<file path="src/rtl/trajectory_pkg.sv">
// Shared types and default widths for the trajectory profile generator.
package trajectory_pkg;

    localparam int unsigned DEF_TICK_DIV = 50000;
    localparam int unsigned DEF_DEPTH    = 8;
    localparam int unsigned DEF_AW       = 16;
    localparam int unsigned DEF_VW       = 24;
    localparam int unsigned DEF_PW       = 32;
    localparam int unsigned DEF_DW       = 16;

    typedef enum logic [1:0] {
        ST_IDLE = 2'd0,
        ST_LOAD = 2'd1,
        ST_RUN  = 2'd2,
        ST_DONE = 2'd3
    } state_t;

    // Segment record layout; the top packs its table entries the same way.
    typedef struct packed {
        logic signed [DEF_AW-1:0] accel;
        logic [DEF_DW-1:0]        dur;
    } seg_t;

endpackage

</file>
<file path="src/rtl/traj_integrator.sv">
// Combinational semi-implicit integration step with saturation on both
// velocity (0..2^VW-1) and position (0..2^PW-1).
module traj_integrator #(
    parameter int unsigned AW = 16,
    parameter int unsigned VW = 24,
    parameter int unsigned PW = 32
) (
    input  logic signed [AW-1:0] accel,
    input  logic [VW-1:0]        vel,
    input  logic [PW-1:0]        pos,
    output logic [VW-1:0]        vel_next,
    output logic [PW-1:0]        pos_next,
    output logic                 sat
);

    localparam int unsigned SW = ((VW > AW) ? VW : AW) + 2;
    localparam int unsigned QW = ((PW > VW) ? PW : VW) + 1;

    logic signed [SW-1:0] vsum;
    logic signed [SW-1:0] vmax;
    logic [QW-1:0]        psum;
    logic [QW-1:0]        pmax;
    logic                 vlo;
    logic                 vhi;
    logic                 phi;

    always_comb begin
        vsum = $signed({{(SW-VW){1'b0}}, vel}) + $signed({{(SW-AW){accel[AW-1]}}, accel});
        vmax = $signed({{(SW-VW){1'b0}}, {VW{1'b1}}});
        vlo  = vsum[SW-1];
        vhi  = !vsum[SW-1] && (vsum > vmax);
        if (vlo) begin
            vel_next = '0;
        end else if (vhi) begin
            vel_next = '1;
        end else begin
            vel_next = vsum[VW-1:0];
        end

        // Position uses the freshly updated velocity and can only grow.
        psum = {{(QW-PW){1'b0}}, pos} + {{(QW-VW){1'b0}}, vel_next};
        pmax = {{(QW-PW){1'b0}}, {PW{1'b1}}};
        phi  = psum > pmax;
        pos_next = phi ? '1 : psum[PW-1:0];

        sat = vlo | vhi | phi;
    end

endmodule

</file>
<file path="src/rtl/trajectory_profile_gen.sv">
// Programmable constant-acceleration segment sequencer that integrates
// acceleration into velocity and position on a fixed simulation tick.
module trajectory_profile_gen
    import trajectory_pkg::*;
#(
    parameter int unsigned TICK_DIV = DEF_TICK_DIV,
    parameter int unsigned DEPTH    = DEF_DEPTH,
    parameter int unsigned AW       = DEF_AW,
    parameter int unsigned VW       = DEF_VW,
    parameter int unsigned PW       = DEF_PW,
    parameter int unsigned DW       = DEF_DW,
    localparam int unsigned IW      = $clog2(DEPTH)
) (
    input  logic                 CLK_50MHZ,
    input  logic                 RST,
    input  logic                 wr_en,
    input  logic [IW-1:0]        wr_addr,
    input  logic signed [AW-1:0] wr_accel,
    input  logic [DW-1:0]        wr_dur,
    input  logic [IW:0]          num_seg,
    input  logic                 start,
    input  logic                 abort,
    output logic [PW-1:0]        pos,
    output logic [VW-1:0]        vel,
    output logic [IW-1:0]        seg_idx,
    output logic                 busy,
    output logic                 done,
    output logic                 tick,
    output logic                 sat,
    output logic                 wr_err
);

    localparam int unsigned   CW      = $clog2(TICK_DIV);
    localparam logic [CW-1:0] FIRE_AT = CW'(TICK_DIV - 2);
    localparam logic [CW-1:0] WRAP_AT = CW'(TICK_DIV - 1);

    logic [AW+DW-1:0]     seg_table [DEPTH];
    state_t               state;
    logic [IW:0]          nseg;
    logic signed [AW-1:0] accel_q;
    logic [DW-1:0]        remaining;
    logic [CW-1:0]        presc;

    logic [AW+DW-1:0]     entry;
    logic signed [AW-1:0] ent_accel;
    logic [DW-1:0]        ent_dur;
    logic signed [AW-1:0] step_accel;
    logic                 fire;
    logic                 last_seg;
    logic [VW-1:0]        vel_step;
    logic [PW-1:0]        pos_step;
    logic                 step_sat;

    assign entry      = seg_table[seg_idx];
    assign ent_accel  = entry[AW+DW-1:DW];
    assign ent_dur    = entry[DW-1:0];
    // The registered tick lands one cycle after the prescaler matches.
    assign fire       = busy && (presc == FIRE_AT);
    assign last_seg   = (({1'b0, seg_idx} + (IW+1)'(1)) == nseg);
    assign step_accel = (state == ST_LOAD) ? ent_accel : accel_q;

    traj_integrator #(
        .AW (AW),
        .VW (VW),
        .PW (PW)
    ) u_integrator (
        .accel    (step_accel),
        .vel      (vel),
        .pos      (pos),
        .vel_next (vel_step),
        .pos_next (pos_step),
        .sat      (step_sat)
    );

    always_ff @(posedge CLK_50MHZ) begin
        if (wr_en && !busy) begin
            seg_table[wr_addr] <= {wr_accel, wr_dur};
        end
    end

    always_ff @(posedge CLK_50MHZ) begin
        if (RST) begin
            state     <= ST_IDLE;
            pos       <= '0;
            vel       <= '0;
            seg_idx   <= '0;
            busy      <= 1'b0;
            done      <= 1'b0;
            tick      <= 1'b0;
            sat       <= 1'b0;
            wr_err    <= 1'b0;
            nseg      <= '0;
            accel_q   <= '0;
            remaining <= '0;
            presc     <= '0;
        end else begin
            done <= 1'b0;
            tick <= 1'b0;

            if (wr_en && busy) begin
                wr_err <= 1'b1;
            end

            if (busy) begin
                presc <= (presc == WRAP_AT) ? '0 : presc + CW'(1);
            end

            if (busy && abort) begin
                state <= ST_DONE;
                busy  <= 1'b0;
                done  <= 1'b1;
            end else begin
                unique case (state)
                    ST_IDLE, ST_DONE: begin
                        if (start && !abort) begin
                            sat     <= 1'b0;
                            presc   <= '0;
                            seg_idx <= '0;
                            nseg    <= (num_seg > (IW+1)'(DEPTH)) ? (IW+1)'(DEPTH) : num_seg;
                            if (num_seg == '0) begin
                                state <= ST_DONE;
                                done  <= 1'b1;
                            end else begin
                                state <= ST_LOAD;
                                busy  <= 1'b1;
                                pos   <= '0;
                                vel   <= '0;
                            end
                        end
                    end
                    ST_LOAD: begin
                        if (ent_dur == '0) begin
                            if (last_seg) begin
                                state <= ST_DONE;
                                busy  <= 1'b0;
                                done  <= 1'b1;
                            end else begin
                                seg_idx <= seg_idx + IW'(1);
                            end
                        end else begin
                            // A tick due during the fetch is taken straight from the
                            // table entry so short prescaler periods keep the grid.
                            accel_q   <= ent_accel;
                            state     <= ST_RUN;
                            remaining <= fire ? ent_dur - DW'(1) : ent_dur;
                            if (fire) begin
                                vel  <= vel_step;
                                pos  <= pos_step;
                                tick <= 1'b1;
                                if (step_sat) sat <= 1'b1;
                            end
                        end
                    end
                    ST_RUN: begin
                        if (remaining == '0) begin
                            if (last_seg) begin
                                state <= ST_DONE;
                                busy  <= 1'b0;
                                done  <= 1'b1;
                            end else begin
                                state   <= ST_LOAD;
                                seg_idx <= seg_idx + IW'(1);
                            end
                        end else if (fire) begin
                            vel       <= vel_step;
                            pos       <= pos_step;
                            tick      <= 1'b1;
                            remaining <= remaining - DW'(1);
                            if (step_sat) sat <= 1'b1;
                        end
                    end
                    default: state <= ST_IDLE;
                endcase
            end
        end
    end

endmodule
</file>
<file path="config.mk">
export PLATFORM = sky130hd
export DESIGN_NAME = trajectory_profile_gen
export DESIGN_NICKNAME = d
export VERILOG_FILES = /design/src/rtl/trajectory_pkg.sv /design/src/rtl/traj_integrator.sv /design/src/rtl/trajectory_profile_gen.sv
export SDC_FILE = /design/constraint.sdc
export NUM_CORES = 1
export LEC_CHECK = 0
export ABC_CLOCK_PERIOD_IN_PS = 9400
export BUFFER_PORTS_ARGS = -buffer_cell sky130_fd_sc_hd__buf_4
export CORE_MARGIN = 2
export CORE_UTILIZATION = 39
export CTS_CLUSTER_DIAMETER = 200
export DETAILED_ROUTE_END_ITERATION = 10
export MAX_ROUTING_LAYER = met4
export SLEW_MARGIN = 40
export SYNTH_ARGS = -nofsm -noshare
export SYNTH_HDL_FRONTEND = slang
export SYNTH_SLANG_ARGS = --single-unit
</file>
<file path="constraint.sdc">
create_clock -name CLK_50MHZ -period 9.4 [get_ports CLK_50MHZ]
set_input_delay 1.88 -clock CLK_50MHZ [delete_from_list [all_inputs] [get_ports CLK_50MHZ]]
set_output_delay 1.88 -clock CLK_50MHZ [all_outputs]
set_load 0.01 [all_outputs]
</file>
==> results of run 1 <==
[where the power goes]
group	internal (mW)	leakage, nW	switching [mW]	total [mW]
clock network	1.03	0.702	0.683	1.71
logic	0.683	3.42	1.14	1.82
registers	1.89	3.30	0.0973	1.99
[area by class of cell]
cell class,count,area (um^2),area share [%]
antenna,2,5.00,0.0234
multi-input combinational,1067,7880,36.9
timing repair buffer,134,1010,4.71
clock inverter,24,329,1.54
inverter,37,141,0.662
tap,607,759,3.55
sequential,377,10100,47.3
clock buffer,54,1130,5.27
[kinds of logic after synthesis]
| group | Yosys count |
|---|---|
| DFF | 377 |
| adders and majority gates | 54 |
| xor gates and xnor gates | 76 |
| muxes | 104 |
| buffers and inverters | 119 |
| AOI/OAI and AO/OA | 379 |
| and+or+nand+nor | 454 |
[per-layer routing]
| metal | GRT usage [%] | vias up | part of all wire [%] |
|---|---|---|---|
| li1 | - | 6135 | - |
| met1 | 24.1 | 6230 | 44 |
| met2 | 30.5 | 272 | 49 |
| met3 | 2.96 | 60 | 4.8 |
| met4 | 5.76 | 0 | 2.3 |
| met5 | - | - | 0 |
[placed cells by master, fill, tap and decap left out, types with 42 or more instances in the layout]
cell type | netlist | final
nand2_1 | 131 | 131
dfxtp_1 | 121 | 118
nor2_1 | 154 | 151
buf_4 | 1 | 134
a21oi_1 | 113 | 113
mux4_2 | 64 | 64
o21ai_0 | 62 | 62
clkbuf_16 | 0 | 42
ha_1 | 46 | 46
edfxtp_1 | 256 | 256
[flip-flops by register name, summed over array words and instances, names as in the netlist, named ones only]
signal and cells:
presc 16, busy 1, seg_table 256, tick 1, nseg 4, state 2, vel 24, pos 32
done 1, seg_idx 3, sat 1, accel_q 16, remaining 16, wr_err 1
[per-stage QoR]
step                hold WS [ps]  utilization, %  total power [mW]  instances
floorplan                    447               -              3.34       1563
global placement             456            42.8              3.82       2222
detailed placement           463            42.8              3.84       2222
CTS                          474            45.9              5.57       2300
global route                 505            45.9              5.84       2302
finish                       469            45.9              5.52       2302
[critical path, delay by kind of cell (launching register included)]
kind	cells	cell delay [ps]
AOI/OAI and AO/OA	15	3680
DFF	1	680
muxes	2	760
and+or+nand+nor	4	670
adders and majority gates	6	2160
xor gates and xnor gates	1	280
buffers and inverters	1	270
[worst min path at each step]
stage / depth (start not counted) / slack (ps) / to
2_1_floorplan: 2 / 450 / nseg[3]
3_3_place_gp: 2 / 460 / wr_err
3_5_place_dp: 2 / 460 / sat
4_1_cts: 2 / 470 / sat
5_1_grt: 2 / 500 / pos[20]
6_report: 2 / 470 / sat
==> impl_metrics.csv, run 1 <==
group,metric,value,unit
status,status,"finished, final reports clean",
global_routing,first_global_vias,12508,
setup_path,reg2reg_to,"pos[14]",
clocking,cts_tree,"yes",
synth,synthXorXnorAreaFrac,3.70,%
synth,yosys.area_share.simple,11.6,%
sta,min_period,8680,ps
min_path,hold_start,"sat",
setup_path,cp_slowest_cell,"dfxtp_4",
route,routed_via_density,5.52,
finish,final_nets,1751,
setup_path,crit_fanout,27,
floorplanning,core_area,46600,um^2
global_routing,grt_max_degree,60,
synth,synthArstFlopShare,0,%
synth,syn_area_per_cell,11.8,um^2
setup_path,arrival,9100,ps
clocking,clockBufferDepth,3,
place,pre_cts_ws,817,ps
job,max_cap_violations,0,
finish,stdcell_area,21400,um^2
sta,worst_pin_slew,769,ps
sta,hold_violations,0,
global_routing,antenna_found_initial,2,
synth,ys_seq_area_share,54.9,%
floorplanning,rows,79,
sta,skew,31.4,ps
sta,final.period_utilization,92.3,%
pwr,p_leak,7.42,nW
sta,tns,0,ps
clocking,root_buffer,"clkbuf_16",
synth,synth.area.top_cells,"edfxtp_1, dfxtp_1, mux4_2",
route,vias,12697,
synth,ys_top_cells_by_count,"edfxtp_1, nor2_1, nand2_1",
synth,yosysWarnings,0,
place,port_buffers,107,
synth,synth_most_common_cell,"edfxtp_1",
synth,synth-seq-cells,377,
synth,synth_flop_cell,"edfxtp_1",
setup_path,critPathMaxStageDelay,680,ps
sta,clock.fmax,115,MHz
route,routedWlPerCell,19.6,um
pwr,irDropWorstVdd,0.130,mV
clocking,clkLatencyLatePin,580,ps
floorplanning,die_w,221,um
setup_path,cp-end-kind,"register",
clocking,cts.clk_slew.worst_paths,60,ps
sta,drv_slew,0,
setup_path,start_kind,"register",
route,drc,0,
synth,synth_top_family_by_area,"compound AO/OA/AOI/OAI gates",
route,wl,45200,um
setup_path,crit_required,9830,ps
synth,synthAdderAreaFrac,3.69,%
clocking,ctsResizeCount,0,
floorplanning,die_area,49000,um^2
sta,final-setup-viol-count,0,
place,placed_area,19900,um^2
setup_path,critPathKind,"register to register",
floorplanning,num_io_pins,108,
clocking,hold_buffers,0,
global_routing,grt_overflow_total,0,
global_routing,track_usage,18.7,%
sta,worst_slack,722,ps
setup_path,reg2reg_depth,29,
synth,ys_types,90,
setup_path,reg2reg_slack,720,ps
route,drt_iter0_markers,889,
clocking,cts.sinks,377,
route,final_antenna_net_count,0,
synth,yosysTopAreaCell,"edfxtp_1",
clocking,numCtsBuffers,42,
synth,syn_nets,1655,
global_routing,grt_pass1_wl,70700,um
synth,synth.top_cell.area_share,41.8,%
floorplanning,initial_core_util,39.5,%
place,dp_hpwl,30500,um
floorplanning,die_y,221,um
pwr,p_per_area,258,nW/um^2
synth,synth_compound_area_share,13.5,%
finish,n_fill_cell,4162,
setup_path,critical_path.endpoint,"pos[14]",
synth,postSynthCellCount,1563,
synth,synth-edff-count,256,
finish,area_growth,16.0,%
synth,synthMuxAreaShare,10.1,%
sta,slew_headroom,48.7,%
setup_path,crit_top_cell,"a21oi_1",
clocking,cts_htree_levels,2,
clocking,post-cts-setup-buffers,0,
finish,drive_gt1_share,18.5,%
sta,grt_setup_unrepaired,"no",
route,dr.pass1.iters,5,
place,gp_congestion,0.889,
synth,synth_area,18400,um^2
min_path,hold_path_class,"register to register",
(Power assumes the default switching activity.)
==> inputs of run 2 (changes only) <==
Settings changed: SYNTH_HIERARCHICAL set to 1.
==> impl_metrics.csv, run 2 <==
group,metric,value,unit
synth,synth_area,18600,um^2
setup_path,critical_path.endpoint,"pos[27]",
setup_path,critPathMaxStageDelay,580,ps
sta,skew,17.2,ps
pwr,p_leak,7.51,nW
floorplanning,core_area,47400,um^2
synth,synth_top_family_by_area,"simple AND/OR/NAND/NOR gates",
synth,synthAdderAreaFrac,3.98,%
sta,hold_violations,0,
global_routing,antenna_found_initial,2,
route,routedWlPerCell,19.8,um
sta,final.period_utilization,75.9,%
place,dp_hpwl,30000,um
min_path,whs_path_depth,2,
sta,clock.fmax,140,MHz
route,vias,12688,
synth,yosys.area_share.simple,12.9,%
synth,syn_nets,1657,
clocking,hold_buffers,0,
finish,drive_gt1_share,19.9,%
synth,synthMuxAreaShare,10.0,%
floorplanning,rows,80,
place,port_buffers,107,
synth,yosysWarnings,6,
sta,worst_pin_slew,797,ps
synth,ys_top_cells_by_count,"edfxtp_1, nand2_1, a21oi_1",
clocking,cts.clk_slew.worst_paths,60,ps
route,wl,45300,um
global_routing,track_usage,18.8,%
finish,layout_commonest_cell,"edfxtp_1",
floorplanning,die_w,222,um
sta,tns,0,ps
pwr,irDropWorstVdd,0.124,mV
job,max_cap_violations,0,
global_routing,first_global_vias,12233,
route,final_antenna_net_count,0,
finish,layout_common_cells,"edfxtp_1, nand2_1, a21oi_1",
clocking,cts_htree_levels,2,
synth,synth-edff-count,256,
status,status,"finished, final reports clean",
setup_path,critPathKind,"register to register",
synth,synth.top_cell.area_share,41.3,%
global_routing,grt_overflow_total,0,
sta,drv_slew,0,
sta,final-setup-viol-count,0,
route,dr.pass1.iters,5,
sta,slew_headroom,46.9,%
setup_path,arrival,7560,ps
synth,synth.area.top_cells,"edfxtp_1, dfxtp_1, mux4_2",
finish,instances_no_fill,2293,
floorplanning,die_y,222,um
setup_path,start_kind,"register",
clocking,numCtsBuffers,42,
synth,ys_types,93,
place,dp_cells,2216,
synth,synth_compound_area_share,12.5,%
clocking,ctsResizeCount,0,
finish,area_growth,14.7,%
setup_path,reg2reg_to,"pos[27]",
synth,yosysTopAreaCell,"edfxtp_1",
setup_path,crit_buf_inv,2,
setup_path,cp.depth,25,
setup_path,cp_slowest_cell,"o31ai_1",
pwr,p_per_area,265,nW/um^2
route,drt_iter0_markers,1025,
finish,final_nets,1748,
clocking,clockBufferDepth,3,
setup_path,reg2reg_depth,25,
setup_path,crit_required,9820,ps
finish,top_regs,"seg_table: 256 flops, pos: 32 flops, vel: 24 flops",
finish,largest_reg_flops,256,
route,routed_via_density,5.53,
synth,ys_seq_area_share,54.3,%
floorplanning,num_io_pins,108,
clocking,clkLatencyLatePin,580,ps
global_routing,grt_max_degree,59,
clocking,post-cts-setup-buffers,0,
setup_path,crit_fanout,31,
global_routing,grt_pass1_wl,70700,um
synth,syn_area_per_cell,12.0,um^2
synth,synth_flop_cell,"edfxtp_1",
synth,synthArstFlopShare,0,%
route,drc,0,
sta,min_period,7140,ps
setup_path,reg2reg_slack,2260,ps
synth,synthXorXnorAreaFrac,3.19,%
min_path,hold_path_class,"register to register",
synth,postSynthCellCount,1555,
clocking,cts_tree,"yes",
synth,synth-seq-cells,377,
floorplanning,initial_core_util,39.2,%
synth,synth_most_common_cell,"edfxtp_1",
clocking,root_buffer,"clkbuf_16",
place,gp_congestion,0.876,
finish,regMostFlops,"seg_table",
sta,grt_setup_unrepaired,"no",
floorplanning,die_area,49500,um^2
setup_path,critPathTopFamily,"compound AO/OA/AOI/OAI gates",
setup_path,cp-end-kind,"register",
clocking,cts.sinks,377,
-- run 2: cell count changes after synthesis, moves of 17 or more --
| cell | previous run | this run |
|---|---|---|
| a21oi_1 | 113 | 136 |
| a21oi_2 | 0 | 24 |
| a22oi_1 | 34 | 2 |
| clkbuf_1 | 64 | 36 |
| nand2_1 | 131 | 150 |
| nand3_1 | 40 | 60 |
| nand3_2 | 1 | 22 |
| nor2_1 | 154 | 116 |
| o21ai_0 | 62 | 39 |
| o21ai_1 | 22 | 5 |
-- run 2: logic make-up (layout without fill, tap and decap cells) --
| family | after synthesis | after routing |
|---|---|---|
| adder cells (fa/ha/maj) | 58 | 58 |
| AO/OA/AOI/OAI | 352 | 352 |
| buffers and inverters | 113 | 234 |
| AND/OR/NAND/NOR | 483 | 483 |
| flip-flops | 377 | 377 |
| multiplexers | 105 | 105 |
| XOR/XNOR | 67 | 67 |
| other | 0 | 2 |
-- run 2: per-stage QoR --
step	hold slack (ps)	util (%)	power, mW	area, um^2	setup slack (ps)
finish	476	45.0	5.65	21300	2260
global route	501	45.0	5.98	21300	1770
CTS	477	44.9	5.68	21300	2140
detailed placement	469	42.1	4.06	20000	2170
global placement	462	42.1	4.02	20000	1970
floorplan	449	-	3.54	18600	2580
-- run 2: worst min-delay path by stage --
stage                         endpoint          from  slack [ps]
after global routing      remaining[1]  remaining[1]         500
after CTS                 remaining[1]  remaining[1]         480
final                     remaining[1]  remaining[1]         480
after global placement          wr_err        wr_err         460
after detailed placement  remaining[1]  remaining[1]         470
after floorplan           remaining[1]  remaining[1]         450
-- run 2: final cells by class --
cell class | instances | area, um^2
Clock inverter | 16 | 205
Multi-Input combinational cell | 1065 | 8010
Sequential cell | 377 | 10100
Antenna cell | 2 | 5.00
Tap cell | 615 | 769
Inverter | 31 | 116
Fill cell | 4328 | 26100
Timing Repair Buffer | 129 | 981
Clock buffer | 58 | 1140
-- run 2: report_power, final --
| part | internal (mW) | switching (mW) |
|---|---|---|
| combinational | 0.756 | 1.27 |
| clock | 0.938 | 0.669 |
| sequential | 1.90 | 0.122 |
| total | 3.60 | 2.06 |
-- run 2: tightest hold or removal path, delay by kind of cell (launching register included) --
| family | cells | cell delay, ps |
|---|---|---|
| AND/OR/NAND/NOR | 1 | 60 |
| flip-flops | 1 | 320 |
| AO/OA/AOI/OAI | 1 | 50 |
-- run 2: layer usage --
| metal | up-vias | part of all wire [%] | track usage [%] | wire, um |
|---|---|---|---|---|
| li1 | 6059 | - | - | - |
| met1 | 6219 | 46 | 25.5 | 21000 |
| met2 | 343 | 46 | 29.0 | 20700 |
| met3 | 67 | 6.2 | 3.73 | 2810 |
| met4 | 0 | 1.9 | 4.50 | 857 |
| met5 | - | 0 | - | 0 |
==> inputs of run 3 (changes only) <==
Settings changed: ABC_AREA set to 1, ABC_CLOCK_PERIOD_IN_PS 9400 to 5800.
Clock period 9.4 ns to 5.8 ns, I/O delays scaled along.
==> impl_metrics.csv, run 3 <==
group,metric,value,unit
status,status,"finished, final reports clean",
sta,slew_headroom,47.6,%
floorplanning,initial_core_util,39.4,%
setup_path,critPathMaxStageDelay,410,ps
finish,layout_common_cells,"nand2_1, nor2_1, inv_1",
clocking,cts.clk_slew.worst_paths,60,ps
place,dp_cells,3180,
floorplanning,core_area,51200,um^2
synth,synth-edff-count,256,
synth,synth_area,20200,um^2
synth,synthAdderAreaFrac,3.68,%
clocking,clockBufferDepth,3,
sta,drv_slew,0,
finish,largest_reg_flops,256,
synth,synth_top_family_by_area,"simple AND/OR/NAND/NOR gates",
sta,skew,21.1,ps
place,gp_congestion,1.02,
setup_path,crit_top_cell,"nand2_1",
setup_path,start_kind,"register",
place,port_buffers,107,
route,routedWlPerCell,17.5,um
setup_path,crit_fanout,33,
synth,synth-seq-cells,377,
sta,worst_pin_slew,785,ps
synth,ys_top_cells_by_count,"nand2_1, nor2_1, inv_1",
global_routing,track_usage,21.8,%
synth,syn_area_per_cell,8.20,um^2
finish,regMostFlops,"seg_table",
synth,yosysWarnings,6,
synth,synthArstFlopShare,0,%
clocking,cts_htree_levels,2,
finish,drive_gt1_share,11.1,%
pwr,p_leak,9.68,nW
global_routing,first_global_vias,15798,
synth,yosysTopAreaCell,"edfxtp_1",
sta,tns,0,ps
finish,post-route-util,44.9,%
synth,synthXorXnorAreaFrac,2.09,%
global_routing,grt_max_degree,70,
synth,yosys.area_share.simple,24.2,%
clocking,root_buffer,"clkbuf_16",
global_routing,grt_pass1_wl,88700,um
route,vias,16715,
sta,final.period_utilization,93.8,%
sta,clock.fmax,184,MHz
clocking,numCtsBuffers,41,
global_routing,grt_overflow_total,0,
synth,synthMuxAreaShare,0,%
synth,synth_most_common_cell,"nand2_1",
setup_path,crit_required,6240,ps
sta,hold_violations,0,
sta,final-setup-viol-count,0,
place,pre_cts_ws,228,ps
clocking,hold_buffers,0,
sta,grt_setup_unrepaired,"no",
floorplanning,num_io_pins,108,
finish,top_regs,"seg_table: 256 flops, pos: 32 flops, vel: 24 flops",
clocking,cts.sinks,377,
floorplanning,die_w,231,um
synth,syn_nets,2559,
route,dr.pass1.iters,6,
finish,instances_no_fill,3254,
finish,final_nets,2647,
sta,min_period,5440,ps
job,max_cap_violations,0,
pwr,p_per_area,483,nW/um^2
setup_path,cp_slowest_cell,"o21ai_0",
finish,layout_commonest_cell,"nand2_1",
synth,postSynthCellCount,2457,
synth,synth.top_cell.area_share,38.1,%
global_routing,antenna_found_initial,0,
finish,antenna_cells,0,
clocking,cts_tree,"yes",
route,drc,0,
min_path,hold_start,"state[0]",
finish,multi_input_area,8600,um^2
place,dp_hpwl,39000,um
synth,ys_types,52,
floorplanning,die_area,53500,um^2
setup_path,cp-end-kind,"register",
clocking,clkLatencyLatePin,570,ps
min_path,hold_path_class,"register to register",
finish,area_growth,14.2,%
finish,register_area,10100,um^2
setup_path,critPathKind,"register to register",
sta,worst_slack,357,ps
route,wl,56800,um
synth,synth.area.top_cells,"edfxtp_1, dfxtp_1, nand2_1",
synth,synth_flop_cell,"edfxtp_1",
route,drt_iter0_markers,1378,
finish,n_fill_cell,5005,
synth,ys_seq_area_share,50.2,%
setup_path,arrival,5880,ps
synth,synth_compound_area_share,12.4,%
route,routed_via_density,5.14,
pwr,irDropWorstVdd,0.326,mV
floorplanning,die_y,231,um
floorplanning,rows,83,
route,final_antenna_net_count,0,
[run 3: cell types whose count changed in the layout (fill, tap and decap cells not counted), sizes merged, moves of 23 or more]
cell / delta
nand2: +492
a211oi: -23
mux2i: -37
inv: +234
o21ai: +169
mux4: -62
nand3: +72
nor2: +190
[run 3: worst paths after layout]
check | slack, ps | endpoint | cells after the start
worst max register to register | 360 | pos[20] | 32
worst max-delay path | 360 | pos[20] | 32
worst min-delay path | 480 | state[0] | 2
worst min register to register | 480 | state[0] | 2
[run 3: layer usage]
metal  vias to the layer above  global-route usage (%)  routed length, um
met5                         -                       -                  0
met3                        89                    3.35               3300
met4                         0                    6.57               1540
met2                       456                    34.3              26000
li1                       8362                       -                  -
met1                      7808                    29.0              26000
[run 3: layout make-up]
class,instances,share of cell area [%]
clock buffer,54,4.89
clock inverter,18,0.729
inverter,264,4.36
multi-input combinational,1719,37.4
sequential,377,44.0
tap,680,3.70
timing repair buffer,142,4.99
[run 3: cells by family after synthesis]
group	Yosys count
fa+ha+maj	58
flops	377
compound gates	443
simple gates	1170
xor+xnor	48
buf+inv	361
[run 3: repair_timing]
action / in CTS / in global routing
gates resized for setup: 0 / 18
setup endpoints to repair: 0 / 33
setup buffers: 0 / 1
hold endpoints to repair: 0 / 0
[run 3: report_power, final]
group / leakage [nW] / internal, mW / switching (mW) / total (mW)
Sequential: 3.32 / 3.14 / 0.262 / 3.40
Combinational: 5.73 / 1.73 / 3.46 / 5.19
Clock: 0.637 / 1.46 / 1.06 / 2.52
[run 3: per-stage QoR]
step           area, um^2  hold WS [ps]  power [mW]
2_1_floorplan       20200           450        7.03
3_3_place_gp        21600           462        8.49
3_5_place_dp        21600           473        8.54
4_1_cts             22900           481        11.1
5_1_grt             23000           510        11.9
6_report            23000           482        11.1
[run 3: worst max-delay path: cells and delay by family (launching register included)]
family                   cells  cell delay [ps]
buffers and inverters        5              920
flip-flops                   1              360
AND/OR/NAND/NOR             17             1780
AO/OA/AOI/OAI                8             1510
adder cells (fa/ha/maj)      2              740
